--- src/rtl/hazard_ctrl_if.sv ---
// Pipeline-to-hazard-controller bundle: decode/execute/memory/writeback register
// identifiers in, forwarding selects, stalls and mult/div status out.
interface hazard_ctrl_if;
  logic [4:0] rs_D;
  logic [4:0] rt_D;
  logic       branch_D;
  logic       md_use_D;
  logic [4:0] rs_E;
  logic [4:0] rt_E;
  logic [4:0] reg_id_E;
  logic       reg_write_E;
  logic       mem_to_reg_E;
  logic       md_start_E;
  logic       md_div_E;
  logic [4:0] reg_id_M;
  logic       reg_write_M;
  logic       mem_to_reg_M;
  logic [4:0] reg_id_W;
  logic       reg_write_W;
  logic [1:0] forwardA_E;
  logic [1:0] forwardB_E;
  logic       forwardA_D;
  logic       forwardB_D;
  logic       stall_F;
  logic       stall_D;
  logic       flush_E;
  logic       md_busy;
  logic       md_done;

  modport master (
    output rs_D, rt_D, branch_D, md_use_D,
    output rs_E, rt_E, reg_id_E, reg_write_E, mem_to_reg_E, md_start_E, md_div_E,
    output reg_id_M, reg_write_M, mem_to_reg_M,
    output reg_id_W, reg_write_W,
    input  forwardA_E, forwardB_E, forwardA_D, forwardB_D,
    input  stall_F, stall_D, flush_E, md_busy, md_done
  );

  modport slave (
    input  rs_D, rt_D, branch_D, md_use_D,
    input  rs_E, rt_E, reg_id_E, reg_write_E, mem_to_reg_E, md_start_E, md_div_E,
    input  reg_id_M, reg_write_M, mem_to_reg_M,
    input  reg_id_W, reg_write_W,
    output forwardA_E, forwardB_E, forwardA_D, forwardB_D,
    output stall_F, stall_D, flush_E, md_busy, md_done
  );
endinterface

--- src/rtl/hazard_ctrl.sv ---
// Hazard controller for the 5-stage pipeline: operand forwarding, stall/flush
// generation and the mult/div sequencer. Optional stall counters: HAZARD_PERF_EN.
module hazard_ctrl #(
  parameter int MULT_LAT = 4,
  parameter int DIV_LAT  = 32
) (
  input  logic          clk,
  input  logic          reset,
  hazard_ctrl_if.slave  hz
`ifdef HAZARD_PERF_EN
  ,
  output logic [31:0]   stall_cnt,
  output logic [31:0]   md_stall_cnt
`endif
);

  localparam int CNT_W = $clog2(DIV_LAT + 1);
  localparam logic [CNT_W-1:0] MULT_LOAD = CNT_W'(MULT_LAT - 1);
  localparam logic [CNT_W-1:0] DIV_LOAD  = CNT_W'(DIV_LAT - 1);
  localparam logic [CNT_W-1:0] CNT_ONE   = CNT_W'(1);
  localparam logic [CNT_W-1:0] CNT_ZERO  = CNT_W'(0);

  typedef enum logic [0:0] {
    IDLE = 1'b0,
    BUSY = 1'b1
  } md_state_t;

  // Register 0 is hard-wired, so a write to it can never create a dependency.
  function automatic logic src_match(input logic [4:0] dst, input logic [4:0] src);
    return (dst != 5'd0) && (dst == src);
  endfunction

  function automatic logic [1:0] fwd_sel(
    input logic [4:0] src,
    input logic       we_m,
    input logic [4:0] id_m,
    input logic       we_w,
    input logic [4:0] id_w
  );
    logic [1:0] sel;
    if (we_m && src_match(id_m, src)) begin
      sel = 2'b10;
    end else if (we_w && src_match(id_w, src)) begin
      sel = 2'b01;
    end else begin
      sel = 2'b00;
    end
    return sel;
  endfunction

  md_state_t        state_r;
  md_state_t        state_nxt_s;
  logic [CNT_W-1:0] cnt_r;
  logic [CNT_W-1:0] cnt_nxt_s;

  logic [1:0] fwd_a_e_s;
  logic [1:0] fwd_b_e_s;
  logic       fwd_a_d_s;
  logic       fwd_b_d_s;
  logic       lw_stall_s;
  logic       br_stall_s;
  logic       md_stall_s;
  logic       stall_s;
  logic       md_busy_s;
  logic       md_done_s;
  logic       d_hit_e_s;
  logic       d_hit_m_s;

  // Execute-stage ALU operand and decode-stage branch operand forwarding.
  always_comb begin
    fwd_a_e_s = fwd_sel(hz.rs_E, hz.reg_write_M, hz.reg_id_M, hz.reg_write_W, hz.reg_id_W);
    fwd_b_e_s = fwd_sel(hz.rt_E, hz.reg_write_M, hz.reg_id_M, hz.reg_write_W, hz.reg_id_W);
    fwd_a_d_s = hz.reg_write_M & src_match(hz.reg_id_M, hz.rs_D);
    fwd_b_d_s = hz.reg_write_M & src_match(hz.reg_id_M, hz.rt_D);
  end

  assign md_busy_s = (state_r == BUSY);
  assign md_done_s = (state_r == BUSY) && (cnt_r == CNT_ZERO);

  // Stall sources; while reset is high the sequencer is treated as idle.
  always_comb begin
    d_hit_e_s  = src_match(hz.reg_id_E, hz.rs_D) | src_match(hz.reg_id_E, hz.rt_D);
    d_hit_m_s  = src_match(hz.reg_id_M, hz.rs_D) | src_match(hz.reg_id_M, hz.rt_D);
    lw_stall_s = hz.mem_to_reg_E & d_hit_e_s;
    br_stall_s = hz.branch_D & ((hz.reg_write_E & d_hit_e_s) | (hz.mem_to_reg_M & d_hit_m_s));
    md_stall_s = hz.md_use_D & ((md_busy_s & ~reset) | hz.md_start_E);
    stall_s    = lw_stall_s | br_stall_s | md_stall_s;
  end

  // Mult/div sequencer next-state and countdown.
  always_comb begin
    state_nxt_s = state_r;
    cnt_nxt_s   = cnt_r;
    case (state_r)
      IDLE: begin
        if (hz.md_start_E) begin
          state_nxt_s = BUSY;
          cnt_nxt_s   = hz.md_div_E ? DIV_LOAD : MULT_LOAD;
        end else begin
          state_nxt_s = IDLE;
        end
      end
      BUSY: begin
        if (cnt_r != CNT_ZERO) begin
          cnt_nxt_s = cnt_r - CNT_ONE;
        end else begin
          state_nxt_s = IDLE;
        end
      end
      default: begin
        state_nxt_s = IDLE;
        cnt_nxt_s   = CNT_ZERO;
      end
    endcase
  end

  // Sequencer state register.
  always_ff @(posedge clk) begin
    if (reset) begin
      state_r <= IDLE;
      cnt_r   <= CNT_ZERO;
    end else begin
      state_r <= state_nxt_s;
      cnt_r   <= cnt_nxt_s;
    end
  end

`ifdef HAZARD_PERF_EN
  logic [31:0] stall_cnt_r;
  logic [31:0] md_stall_cnt_r;

  // Free-running stall counters, wrapping naturally at 32 bits.
  always_ff @(posedge clk) begin
    if (reset) begin
      stall_cnt_r    <= 32'd0;
      md_stall_cnt_r <= 32'd0;
    end else begin
      if (stall_s) begin
        stall_cnt_r <= stall_cnt_r + 32'd1;
      end
      if (md_stall_s) begin
        md_stall_cnt_r <= md_stall_cnt_r + 32'd1;
      end
    end
  end

  assign stall_cnt    = stall_cnt_r;
  assign md_stall_cnt = md_stall_cnt_r;
`endif

  assign hz.forwardA_E = fwd_a_e_s;
  assign hz.forwardB_E = fwd_b_e_s;
  assign hz.forwardA_D = fwd_a_d_s;
  assign hz.forwardB_D = fwd_b_d_s;
  assign hz.stall_F    = stall_s;
  assign hz.stall_D    = stall_s;
  assign hz.flush_E    = stall_s;
  assign hz.md_busy    = md_busy_s;
  assign hz.md_done    = md_done_s;

endmodule

--- src/flat_wrapper.sv ---
// flat-port wrapper written by rule: the top's interface ports become plain ports
module hazard_ctrl_flat 
#(
  parameter int MULT_LAT = 4,
  parameter int DIV_LAT  = 32
)
  (clk, reset, hz_rs_D, hz_rt_D, hz_branch_D, hz_md_use_D, hz_rs_E, hz_rt_E, hz_reg_id_E, hz_reg_write_E, hz_mem_to_reg_E, hz_md_start_E, hz_md_div_E, hz_reg_id_M, hz_reg_write_M, hz_mem_to_reg_M, hz_reg_id_W, hz_reg_write_W, hz_forwardA_E, hz_forwardB_E, hz_forwardA_D, hz_forwardB_D, hz_stall_F, hz_stall_D, hz_flush_E, hz_md_busy, hz_md_done);
  hazard_ctrl_if hz_i ();
  input  logic clk;
  input  logic reset;
  input wire logic [$bits(hz_i.rs_D)-1:0] hz_rs_D;
  input wire logic [$bits(hz_i.rt_D)-1:0] hz_rt_D;
  input wire logic [$bits(hz_i.branch_D)-1:0] hz_branch_D;
  input wire logic [$bits(hz_i.md_use_D)-1:0] hz_md_use_D;
  input wire logic [$bits(hz_i.rs_E)-1:0] hz_rs_E;
  input wire logic [$bits(hz_i.rt_E)-1:0] hz_rt_E;
  input wire logic [$bits(hz_i.reg_id_E)-1:0] hz_reg_id_E;
  input wire logic [$bits(hz_i.reg_write_E)-1:0] hz_reg_write_E;
  input wire logic [$bits(hz_i.mem_to_reg_E)-1:0] hz_mem_to_reg_E;
  input wire logic [$bits(hz_i.md_start_E)-1:0] hz_md_start_E;
  input wire logic [$bits(hz_i.md_div_E)-1:0] hz_md_div_E;
  input wire logic [$bits(hz_i.reg_id_M)-1:0] hz_reg_id_M;
  input wire logic [$bits(hz_i.reg_write_M)-1:0] hz_reg_write_M;
  input wire logic [$bits(hz_i.mem_to_reg_M)-1:0] hz_mem_to_reg_M;
  input wire logic [$bits(hz_i.reg_id_W)-1:0] hz_reg_id_W;
  input wire logic [$bits(hz_i.reg_write_W)-1:0] hz_reg_write_W;
  output wire logic [$bits(hz_i.forwardA_E)-1:0] hz_forwardA_E;
  output wire logic [$bits(hz_i.forwardB_E)-1:0] hz_forwardB_E;
  output wire logic [$bits(hz_i.forwardA_D)-1:0] hz_forwardA_D;
  output wire logic [$bits(hz_i.forwardB_D)-1:0] hz_forwardB_D;
  output wire logic [$bits(hz_i.stall_F)-1:0] hz_stall_F;
  output wire logic [$bits(hz_i.stall_D)-1:0] hz_stall_D;
  output wire logic [$bits(hz_i.flush_E)-1:0] hz_flush_E;
  output wire logic [$bits(hz_i.md_busy)-1:0] hz_md_busy;
  output wire logic [$bits(hz_i.md_done)-1:0] hz_md_done;
  assign hz_i.rs_D = hz_rs_D;
  assign hz_i.rt_D = hz_rt_D;
  assign hz_i.branch_D = hz_branch_D;
  assign hz_i.md_use_D = hz_md_use_D;
  assign hz_i.rs_E = hz_rs_E;
  assign hz_i.rt_E = hz_rt_E;
  assign hz_i.reg_id_E = hz_reg_id_E;
  assign hz_i.reg_write_E = hz_reg_write_E;
  assign hz_i.mem_to_reg_E = hz_mem_to_reg_E;
  assign hz_i.md_start_E = hz_md_start_E;
  assign hz_i.md_div_E = hz_md_div_E;
  assign hz_i.reg_id_M = hz_reg_id_M;
  assign hz_i.reg_write_M = hz_reg_write_M;
  assign hz_i.mem_to_reg_M = hz_mem_to_reg_M;
  assign hz_i.reg_id_W = hz_reg_id_W;
  assign hz_i.reg_write_W = hz_reg_write_W;
  assign hz_forwardA_E = hz_i.forwardA_E;
  assign hz_forwardB_E = hz_i.forwardB_E;
  assign hz_forwardA_D = hz_i.forwardA_D;
  assign hz_forwardB_D = hz_i.forwardB_D;
  assign hz_stall_F = hz_i.stall_F;
  assign hz_stall_D = hz_i.stall_D;
  assign hz_flush_E = hz_i.flush_E;
  assign hz_md_busy = hz_i.md_busy;
  assign hz_md_done = hz_i.md_done;
  hazard_ctrl #(.MULT_LAT(MULT_LAT), .DIV_LAT(DIV_LAT)) u_core (.clk(clk), .reset(reset), .hz(hz_i));
endmodule
--- config.mk ---
export PLATFORM = sky130hd
export DESIGN_NAME = hazard_ctrl_flat
export DESIGN_NICKNAME = d
export VERILOG_FILES = /design/src/rtl/hazard_ctrl_if.sv /design/src/rtl/hazard_ctrl.sv /design/src/flat_wrapper.sv
export SDC_FILE = /design/constraint.sdc
export NUM_CORES = 1
export LEC_CHECK = 0
export BUFFER_PORTS_ARGS = -buffer_cell sky130_fd_sc_hd__buf_2
export CAP_MARGIN = 20
export CORE_MARGIN = 2
export CORE_UTILIZATION = 37
export CTS_BUF_LIST = sky130_fd_sc_hd__clkbuf_4
export DETAILED_ROUTE_END_ITERATION = 6
export PLACE_DENSITY = 0.78
export SLEW_MARGIN = 20
export SYNTH_ARGS = -nofsm -noshare
export SYNTH_HDL_FRONTEND = slang
export SYNTH_SLANG_ARGS = --single-unit
export TNS_END_PERCENT = 10
--- constraint.sdc ---
create_clock -name clk -period 3.5 [get_ports clk]
set_clock_uncertainty 0.05 [all_clocks]
set_input_delay 0.525 -clock clk [delete_from_list [all_inputs] [get_ports clk]]
set_output_delay 0.525 -clock clk [all_outputs]
set_load 0.02 [all_outputs]
## Word level (Yosys, flattened, before mapping)

Index checks and enable logic that the tools add are counted.

| word-level totals | value |
|---|---|
| bits in registers | 7 |
| output and inout bits | 11 |

| cells by class | value |
|---|---|
| bitwise gates (word level) | 16 |
| equality and inequality tests | 10 |
| reduce and logical (&&, ||, !) cells | 19 |
| add/subtract/negate cells | 1 |
| multiplexer cells | 11 |

Operator list:

| cell | count |
|---|---|
| equality test 5 bit | 8 |
| nonzero test 5 bit | 3 |
| logical AND 1 bit | 13 |
| two-way mux 6 bit | 2 |
| case mux 6 bit (2 select lines) | 1 |
| AND 1 bit | 8 |
| zero test 6 bit | 1 |
| OR 1 bit | 6 |
| nonzero test 6 bit | 1 |
| subtractor 6 x 1 -> 6 bit, second input constant | 1 |
| two-way mux 5 bit | 1 |
| two-way mux 1 bit | 4 |
| two-way mux 2 bit | 2 |
| inequality test 2 bit, second input constant | 2 |
| inverter 1 bit | 2 |
| case mux 1 bit (2 select lines) | 1 |
| AND reduction 2 bit | 1 |

## Longest topological paths before layout

Gate-level depths: netlist (run 1).

| depth | value |
|---|---|
| depth in word-level cells | 8 |
| depth in mapped cells | 7 |

## Worst setup path before layout (run 1)

Ideal clock, no wire load.

| timing | value |
|---|---|
| path kind | input port to output port |
| start point | input hz_reg_id_M[2] |
| end point | output hz_stall_D |
| arrival time | 2.039 ns |
| slack | 0.886 ns |
| stages | 7 |
| path buffers | 2 |
| required time | 2.925 ns |
| path through | buf_2 > or4_4 > nor2_1 > nor4_1 > o211ai_1 > nand3_1 > buf_4 |

| on the way | value |
|---|---|
| longest elaborated chain between the ends | 8 |

RTL lines:

| element | RTL line | source |
|---|---|---|
| from (decl) | flat_wrapper.sv:22 | `input wire logic [$bits(hz_i.reg_id_M)-1:0] hz_reg_id_M;` |
| equality test 5 bit / nonzero test 5 bit (equally long branches) | hazard_ctrl.sv:30 | `return (dst != 5'd0) && (dst == src);` |
| logical AND 1 bit | hazard_ctrl.sv:30 |  |
| OR 1 bit (*) | hazard_ctrl.sv:83 | `d_hit_m_s = src_match(hz.reg_id_M, hz.rs_D) \| src_match(hz.reg_id_M, hz.rt_D);` |
| AND 1 bit (*) | hazard_ctrl.sv:85 | `br_stall_s = hz.branch_D & ((hz.reg_write_E & d_hit_e_s) \| (hz.mem_to_reg_M & d_hit_m_s));` |
| OR 1 bit (*) | hazard_ctrl.sv:85 |  |
| AND 1 bit (*) | hazard_ctrl.sv:85 |  |
| OR 1 bit (*) (2 in series) | hazard_ctrl.sv:87 | `stall_s = lw_stall_s \| br_stall_s \| md_stall_s;` |
| to (decl) | flat_wrapper.sv:32 | `output wire logic [$bits(hz_i.stall_D)-1:0] hz_stall_D;` |

Mark *: on every way between the ends. The rest lies on a longest branch, timed or not.

## Worst setup path in the final report (run 1)

| timing | value |
|---|---|
| start point | input hz_reg_id_M[1] |
| end point | output hz_stall_F |

| on the way | value |
|---|---|
| longest elaborated chain between the ends | 8 |

RTL lines:

| element | RTL line | source |
|---|---|---|
| equality test 5 bit / nonzero test 5 bit (equally long branches) | hazard_ctrl.sv:30 |  |
| logical AND 1 bit | hazard_ctrl.sv:30 |  |
| OR 1 bit (*) | hazard_ctrl.sv:83 |  |
| AND 1 bit (*) | hazard_ctrl.sv:85 |  |
| OR 1 bit (*) | hazard_ctrl.sv:85 |  |
| AND 1 bit (*) | hazard_ctrl.sv:85 |  |
| OR 1 bit (*) (2 in series) | hazard_ctrl.sv:87 |  |
| to (decl) | flat_wrapper.sv:31 | `output wire logic [$bits(hz_i.stall_F)-1:0] hz_stall_F;` |

Marked as above.

==> impl_metrics.toml, run 1 <==
[synthesis]
synthTopCellsByCount = "xor2_1, xnor2_1, nand3_1, nor2_1"
yosysTopAreaCell = "xor2_1"
syn_area_um2 = 975
synth_top_area_share_pct = 20.7
synthTopCellsByArea = "xor2_1, xnor2_1, dfxtp_1"
synth_flop_cell = "dfxtp_1"
ys_async_sr_fraction_pct = 0
syn-num-nets = 171
synth.most_common_cell = "xor2_1"
yosysWarnings = 0
postSynthAreaPerCell_um2 = 7.86
ys_ff_latch = 7
synth_edf_count = 0
synthDistinctLibCells = 32
seq_area_frac_synth_pct = 14.4
synthCells = 124

[cells_and_area]
area_growth_pct = 30.3
num_antenna_cells = 0
n_fill_cell = 243
final_core_util_pct = 51.3
drive_gt1_share_pct = 37.7
design.final.nets = 223

[placed_design]
pre_cts_ws_ns = 0.957
place.gp.congestion = 0.858
dpl.hpwl_um = 2060
port_buffers = 56

[critical_path]
crit_top_cell = "buf_2"
cpMaxStageDelayCell = "or4_4"
worst_setup_path_start_kind = "primary input"
crit_type = "in -> out"
end_kind = "output pin"
required_ns = 2.92
crit_chain = "buf_2, or4_4, nor2_1, nor4_1, o211ai_1, nand3_1, buf_2"
cp_max_fo = 5
arrival_ns = 1.95
slowest_delay_ns = 0.56

[timing]
tightestPinTransition_ns = 0.485
fmaxAchievable_mhz = 395
final.setup.worst_slack_ns = 0.972
rsz0062_at_grt = "no"
setup-tns-final_ns = 0
post-route-period-util_pct = 72.2
finalCriticalPeriod_ns = 2.53
hold_ws_ns = 0.477
max_slew_margin_pct = 67.6
hold_viol = 0
setup_viol = 0
drv_slew = 0

[grt]
grt_antenna_before_repair = 0
grt_pass1_wl_um = 4310
track_usage_pct = 16.8
grt_pass1_vias = 987
gr-total-overflow = 0
grt_max_degree = 13

[detailed_routing]
drc = 0
post_drt_via_cell_ratio = 5.21
dr.pass1.iters = 4
vias = 1068
drt_iter0_drc = 36
wl_per_cell_um = 12.1
antenna_left = 0
wirelength_um = 2490

[die]
die-width_um = 55.3
die_y_um = 55.3
io-pin-count = 57
start_util_pct = 39.3
die_area_um2 = 3060
coreArea_um2 = 2480
rows = 18

[clock_network]
clockRootBuffer = "clkbuf_4"
cts_resized = 0
post_cts.repair.setup_buffers = 0
cts.sinks = 7
cts_tree = "yes"
cts_hold_buf = 0
htreeDepth = 1
cts.clk_slew.worst_paths_ns = 0.06
numCtsBuffers = 3
ctsLongestPathBuffers = 2
clk_latency_ns = 0.26

[pwr]
power_density_nw_per_um2 = 270
ir_drop_mv = 0.252
p_leak_nw = 0.563

[job]
max-cap-violations = 0

[hold_path]
hold_class = "reg -> reg"

[status]
status = "finished, final reports clean"
[path summary, 6_finish.rpt]
| kind | startpoint | endpoint | slack [ns] | cells past startpoint |
|---|---|---|---|---|
| min | u_core.cnt_r[0]$_SDFFE_PP0P_ | u_core.cnt_r[0]$_SDFFE_PP0P_ | 0.48 | 1 |
| max reg2reg | u_core.cnt_r[0]$_SDFFE_PP0P_ | u_core.cnt_r[5]$_SDFFE_PP0P_ | 1.67 | 7 |
| min reg2reg | u_core.cnt_r[0]$_SDFFE_PP0P_ | u_core.cnt_r[0]$_SDFFE_PP0P_ | 0.48 | 1 |
| max | hz_reg_id_M[1] | hz_stall_F | 0.97 | 7 |
[registers in the layout (all words and copies together), names as in the netlist]
signal / cells
u_core.cnt_r: 6
u_core.hz.md_busy: 1
[power breakdown]
part / total (mW) / switching, mW / internal, mW / leakage [nW]
combinational: 0.158 / 0.0844 / 0.0732 / 0.487
sequential: 0.101 / 0.0117 / 0.0889 / 0.0579
clock: 0.0852 / 0.0337 / 0.0515 / 0.0184
total: 0.343 / 0.130 / 0.214 / 0.563
[routing by layer]
| metal | GRT usage, % | part of all wire [%] | vias up |
|---|---|---|---|
| met4 | 7.32 | 1.3 | 0 |
| met2 | 27.7 | 46 | 43 |
| met3 | 3.04 | 8.5 | 4 |
| li1 | - | - | 536 |
| met5 | 0 | 0 | - |
| met1 | 21.2 | 44 | 485 |
[cells in the final DEF (no fill, tap or decap), types with 4 or more instances in the layout]
| cell | count |
|---|---|
| nor4_2 | 4 |
| o21ai_0 | 4 |
| xnor2_1 | 18 |
| buf_2 | 56 |
| nor2b_1 | 4 |
| xor2_1 | 23 |
| nor3_1 | 7 |
| dfxtp_1 | 7 |
| nor2_1 | 8 |
| clkbuf_4 | 4 |
| nand3_1 | 9 |
[critical path, delay by kind of cell]
kind,cells,cell delay (ns)
buffers and inverters,2,0.33
AO/OA/AOI/OAI,1,0.19
AND/OR/NAND/NOR,4,0.92
[final cells by class]
type / count / area, um2 / share of cell area [%]
clock buffer: 4 / 30.0 / 2.36
inverter: 3 / 11.3 / 0.887
multi-input combinational: 105 / 771 / 60.7
sequential: 7 / 140 / 11.0
tap: 30 / 37.5 / 2.96
timing repair buffer: 56 / 280 / 22.1
[metrics by stage]
stage	total power [mW]	std cells	instance area (um2)
finish	0.343	205	1270
global placement	0.258	201	1240
floorplan	0.206	124	975
global route	0.370	205	1270
CTS	0.346	205	1270
detailed placement	0.259	201	1240
[logic make-up after synthesis]
logic type / Yosys count / synth area share (%)
adders and majority gates: 1 / 1.28
buffers and inverters: 12 / 6.55
DFF: 7 / 14.4
AOI/OAI and AO/OA: 17 / 12.5
xor gates and xnor gates: 41 / 36.8
and+or+nand+nor: 45 / 27.5
muxes: 1 / 1.03
No activity file was read; power rests on OpenSTA's default activity.
==> inputs of run 2 (changes only) <==
--- a/config.mk
+++ b/config.mk
@@ -5,13 +5,14 @@
 export SDC_FILE = /design/constraint.sdc
 export NUM_CORES = 1
 export LEC_CHECK = 0
+export ABC_AREA = 1
 export BUFFER_PORTS_ARGS = -buffer_cell sky130_fd_sc_hd__buf_2
 export CAP_MARGIN = 20
 export CORE_MARGIN = 2
 export CORE_UTILIZATION = 37
 export CTS_BUF_LIST = sky130_fd_sc_hd__clkbuf_4
 export DETAILED_ROUTE_END_ITERATION = 6
-export PLACE_DENSITY = 0.78
+export PLACE_DENSITY = 0.74
 export SLEW_MARGIN = 20
 export SYNTH_ARGS = -nofsm -noshare
 export SYNTH_HDL_FRONTEND = slang
==> constraint.sdc (replaced) <==
create_clock -name clk -period 2.53 [get_ports clk]
set_clock_uncertainty 0.05 [all_clocks]
set_input_delay 0.3795 -clock clk [delete_from_list [all_inputs] [get_ports clk]]
set_output_delay 0.3795 -clock clk [all_outputs]
set_load 0.02 [all_outputs]
==> impl_metrics.toml, run 2 <==
[clock_network]
cts.sinks = 7
post_cts.repair.setup_buffers = 0
cts_resized = 0
clk_latency_ns = 0.26
numCtsBuffers = 3
cts.clk_slew.worst_paths_ns = 0.06
cts_hold_buf = 0
clockRootBuffer = "clkbuf_4"
cts_tree = "yes"
htreeDepth = 1
ctsLongestPathBuffers = 2

[synthesis]
synth_top_area_share_pct = 21.1
yosysWarnings = 0
synthCells = 213
synth_edf_count = 0
ys_ff_latch = 7
ys_async_sr_fraction_pct = 0
yosysTopAreaCell = "nand2_1"
seq_area_frac_synth_pct = 12.0
synth.most_common_cell = "nand2_1"
synth_flop_cell = "dfxtp_1"
syn_area_um2 = 1170
syn-num-nets = 260
synthTopCellsByCount = "nand2_1, inv_1, nor2_1, nand3_1, a21oi_1"
synthDistinctLibCells = 27
postSynthAreaPerCell_um2 = 5.50
synthTopCellsByArea = "nand2_1, dfxtp_1, inv_1"

[grt]
grt_max_degree = 9
track_usage_pct = 16.7
gr-total-overflow = 0
grt_pass1_vias = 1202
grt_antenna_before_repair = 0
grt_pass1_wl_um = 4810

[cells_and_area]
final_core_util_pct = 49.8
final_cell_mix = "nand2_1, buf_2, inv_1"
num_antenna_cells = 0
final_common_cell = "nand2_1"
design.final.nets = 317
drive_gt1_share_pct = 27.5
stdcell_area_um2 = 1510
largest_reg_flops = 6
area_growth_pct = 28.6
instances_no_fill = 313
largest_register = "u_core.cnt_r"

[pwr]
power_density_nw_per_um2 = 342
p_total_mw = 0.516
p_int_mw = 0.303
p_sw_share_pct = 41.3
p_clk_share_pct = 22.4
p_sw_mw = 0.213
pwr-share-seq_pct = 26.9
ir_drop_mv = 0.264
p_leak_nw = 0.908
power_frac_comb_pct = 50.7

[critical_path]
crit_top_cell = "inv_1"
arrival_ns = 1.44
reg2reg_from = "u_core.cnt_r[0]$_SDFFE_PP0P_"
end_kind = "output pin"
crit_chain = "inv_1, ha_1, nand2_2, nor2_4, nand4_4, inv_1, buf_2"
crit_type = "reg -> out"
slowest_delay_ns = 0.30
worstReg2RegEnd = "u_core.cnt_r[1]$_SDFFE_PP0P_"
cp_max_fo = 4
startpoint = "u_core.cnt_r[0]$_SDFFE_PP0P_"
worst-path-stages = 7
reg2regPathDepth = 9
required_ns = 2.10
critPathCapture = "hz_md_done"
worst_setup_path_start_kind = "register"
cp_num_buf_inv = 3
r2r_slack_ns = 1.12
critPathTopFamily = "simple AND/OR/NAND/NOR gates"
cpMaxStageDelayCell = "dfxtp_1"

[die]
rows = 20
start_util_pct = 38.7
io-pin-count = 57
die_area_um2 = 3630
die-width_um = 60.3
coreArea_um2 = 3030
die_y_um = 60.3

[detailed_routing]
drc = 0
dr.pass1.iters = 4
post_drt_via_cell_ratio = 4.48
wl_per_cell_um = 9.19
wirelength_um = 2880
antenna_left = 0
vias = 1403
drt_iter0_drc = 40

[placed_design]
port_buffers = 56
dpl.hpwl_um = 2520
place_area_um2 = 1480
place.gp.congestion = 0.824
pre_cts_ws_ns = 0.763
dp.cells = 309

[timing]
hold_viol = 0
fmaxAchievable_mhz = 534
rsz0062_at_grt = "no"
finalCriticalPeriod_ns = 1.87
tightestPinTransition_ns = 0.320
post-route-period-util_pct = 74.0
setup_viol = 0
drv_slew = 0
max_slew_margin_pct = 78.7
setup-tns-final_ns = 0
final.setup.worst_slack_ns = 0.657
hold_ws_ns = 0.279

[hold_path]
hp-start = "reset"
hold_class = "in -> reg"

[status]
status = "finished, final reports clean"

[job]
max-cap-violations = 0
[run 2: cell types whose count changed after synthesis, sizes merged, moves of 3 or more]
cell / previous run / this run
a21oi: 3 / 12
clkbuf: 3 / 0
inv: 3 / 41
nand2: 3 / 69
nand3: 9 / 13
nand4: 0 / 7
nor2: 8 / 28
nor2b: 4 / 0
nor3: 7 / 1
nor4: 7 / 0
or4: 4 / 0
xnor2: 18 / 9
xor2: 23 / 9
[run 2: power by group through the flow]
stage | registers (mW) | clock network, mW | logic [mW]
after floorplan | 0.140 | 0 | 0.179
after global placement | 0.141 | 0 | 0.259
after detailed placement | 0.141 | 0 | 0.261
after CTS | 0.139 | 0.119 | 0.262
after global routing | 0.141 | 0.128 | 0.297
final | 0.139 | 0.116 | 0.261
[run 2: how the worst min path moves through the flow]
stage / slack [ns] / end / cells past startpoint
global placement: 0.44 / u_core.cnt_r[1]$_SDFFE_PP0P_ / 2
global route: 0.27 / u_core.cnt_r[1]$_SDFFE_PP0P_ / 2
floorplan: 0.39 / u_core.cnt_r[1]$_SDFFE_PP0P_ / 1
detailed placement: 0.44 / u_core.cnt_r[1]$_SDFFE_PP0P_ / 2
finish: 0.28 / u_core.cnt_r[1]$_SDFFE_PP0P_ / 2
CTS: 0.27 / u_core.cnt_r[1]$_SDFFE_PP0P_ / 2
[run 2: cells by family after synthesis]
kind of cell	synth area share (%)
AO/OA/AOI/OAI	11.4
XOR/XNOR	13.4
adder cells (fa/ha/maj)	1.07
buffers and inverters	15.7
flip-flops	12.0
AND/OR/NAND/NOR	46.4
[run 2: cell type report]
cell class                 count  area [um2]
fill                         327        1520
multi-input combinational    161         848
timing repair buffer          56         280
inverter                      41         154
sequential                     7         140
tap                           44        55.1
clock buffer                   4        30.0
[run 2: routing by layer]
| layer | routed length, um | vias to the layer above | GRT usage, % |
|---|---|---|---|
| li1 | - | 769 | - |
| met1 | 1420 | 589 | 23.4 |
| met5 | 0 | - | 0 |
| met3 | 152 | 0 | 1.30 |
| met4 | 0 | 0 | 1.90 |
| met2 | 1310 | 45 | 28.6 |
==> inputs of run 3 (changes only) <==
--- a/config.mk
+++ b/config.mk
@@ -5,14 +5,14 @@
 export SDC_FILE = /design/constraint.sdc
 export NUM_CORES = 1
 export LEC_CHECK = 0
-export ABC_AREA = 1
+export ABC_AREA = 0
 export BUFFER_PORTS_ARGS = -buffer_cell sky130_fd_sc_hd__buf_2
 export CAP_MARGIN = 20
 export CORE_MARGIN = 2
 export CORE_UTILIZATION = 37
 export CTS_BUF_LIST = sky130_fd_sc_hd__clkbuf_4
 export DETAILED_ROUTE_END_ITERATION = 6
-export PLACE_DENSITY = 0.74
+export PLACE_DENSITY = 0.8
 export SLEW_MARGIN = 20
 export SYNTH_ARGS = -nofsm -noshare
 export SYNTH_HDL_FRONTEND = slang
==> constraint.sdc (replaced) <==
create_clock -name clk -period 1.55 [get_ports clk]
set_clock_uncertainty 0.05 [all_clocks]
set_input_delay 0.2325 -clock clk [delete_from_list [all_inputs] [get_ports clk]]
set_output_delay 0.2325 -clock clk [all_outputs]
set_load 0.02 [all_outputs]
==> impl_metrics.toml, run 3 (same netlist as run 1, synthesis figures left out) <==
[status]
status = "complete, but fails checks"
failed_checks = "negative setup slack"

[critical_path]
crit_chain = "buf_6, buf_4, xor2_1, or4_4, nor4_4, buf_4"
arrival_ns = 1.58
cp_max_fo = 3
end_kind = "output pin"
r2r_slack_ns = 0.07
reg2regPathDepth = 8
startpoint = "hz_reg_id_W[3]"
worst_setup_path_start_kind = "primary input"
required_ns = 1.27
cp_num_buf_inv = 3
slowest_delay_ns = 0.54
critPathTopFamily = "simple AND/OR/NAND/NOR gates"
critPathCapture = "hz_forwardA_E[0]"
crit_top_cell = "buf_4"
cpMaxStageDelayCell = "or4_4"
reg2reg_from = "u_core.cnt_r[0]$_SDFFE_PP0P_"
worst-path-stages = 6
crit_type = "in -> out"
worstReg2RegEnd = "u_core.cnt_r[4]$_SDFFE_PP0P_"

[placed_design]
dp.cells = 222
place.gp.congestion = 0.883
dpl.hpwl_um = 2230
port_buffers = 56

[hold_path]
hold_class = "in -> reg"
hp-start = "reset"

[clock_network]
cts_tree = "yes"
htreeDepth = 1
cts.clk_slew.worst_paths_ns = 0.05
cts.sinks = 7
clk_latency_ns = 0.26
numCtsBuffers = 3
ctsLongestPathBuffers = 2
clockRootBuffer = "clkbuf_4"

[timing]
tightestPinTransition_ns = 0.334
setup-tns-final_ns = -2.08
post-route-period-util_pct = 120
rsz0062_at_grt = "yes"
final.setup.worst_slack_ns = -0.308
finalCriticalPeriod_ns = 1.86
fmaxAchievable_mhz = 538
drv_slew = 0
setup_viol = 10
max_slew_margin_pct = 77.5
hold_viol = 0

[grt]
grt_pass1_vias = 1185
grt_antenna_before_repair = 0
track_usage_pct = 19.5
grt_max_degree = 10
gr-total-overflow = 0
grt_pass1_wl_um = 4900

[pwr]
p_leak_nw = 0.697
ir_drop_mv = 0.517
p_total_mw = 0.877
power_density_nw_per_um2 = 569

[cells_and_area]
final_cell_mix = "buf_2, buf_4, xor2_1"
instances_no_fill = 228
num_antenna_cells = 0
largest_reg_flops = 6
drive_gt1_share_pct = 48.5
largest_register = "u_core.cnt_r"
area_growth_pct = 58.2
design.final.nets = 246
final_common_cell = "buf_2"

[die]
die-width_um = 55.3
start_util_pct = 39.3
io-pin-count = 57
rows = 18
die_area_um2 = 3060
coreArea_um2 = 2480
die_y_um = 55.3

[job]
max-cap-violations = 0

[detailed_routing]
post_drt_via_cell_ratio = 5.24
antenna_left = 0
drc = 0
drt_iter0_drc = 27
wl_per_cell_um = 12.6
vias = 1195
dr.pass1.iters = 4
wirelength_um = 2870
run 3: layer usage:
metal | wire [um] | global-route usage (%) | vias up
met4 | 71 | 9.76 | 0
met5 | 0 | 0 | -
met1 | 1170 | 23.5 | 546
li1 | - | - | 582
met2 | 1400 | 33.0 | 59
met3 | 229 | 3.28 | 8
run 3: cell type report:
cell class | instances | area (um2)
inverter | 3 | 11.3
clock buffer | 4 | 30.0
fill | 229 | 936
sequential | 7 | 141
multi-input combinational | 105 | 832
timing repair buffer | 79 | 489
tap | 30 | 37.5
run 3: stage by stage:
| stage | cell area [um2] | util (%) | worst slack, ns | hold slack (ns) |
|---|---|---|---|---|
| finish | 1540 | 62.2 | -0.308 | 0.194 |
| global route | 1540 | 62.2 | -0.379 | 0.207 |
| CTS | 1530 | 61.7 | -0.306 | 0.185 |
| detailed placement | 1420 | 57.4 | -0.341 | 0.462 |
| global placement | 1420 | 57.4 | -0.334 | 0.463 |
| floorplan | 1010 | - | -0.383 | 0.342 |
run 3: worst register-to-register path: cells and delay by family, from the launching register on:
kind | cells | cell delay, ns
compound gates | 1 | 0.28
fa+ha+maj | 1 | 0.20
buf+inv | 2 | 0.18
flops | 1 | 0.32
simple gates | 4 | 0.38
run 3: how the worst min path moves through the flow:
stage                                         endpoint  slack (ns)  cells after the start
after global placement    u_core.cnt_r[4]$_SDFFE_PP0P_        0.46                      2
final                     u_core.cnt_r[1]$_SDFFE_PP0P_        0.19                      2
after floorplan           u_core.cnt_r[3]$_SDFFE_PP0P_        0.34                      2
after CTS                 u_core.cnt_r[2]$_SDFFE_PP0P_        0.19                      2
after global routing      u_core.cnt_r[4]$_SDFFE_PP0P_        0.21                      2
after detailed placement  u_core.cnt_r[2]$_SDFFE_PP0P_        0.46                      2
run 3: repair_timing:
item | CTS | global route
hold buffers | 0 | 0
buffers inserted | 2 | 0
gates resized for setup | 13 | 4
cloned | 0 | 0
pin swaps | 8 | 3
endpoints found under the setup margin | 10 | 14
run 3: where the power goes:
part | internal [mW] | switching, mW
registers | 0.202 | 0.0160
clock network | 0.116 | 0.0692
logic | 0.238 | 0.236
total | 0.556 | 0.321
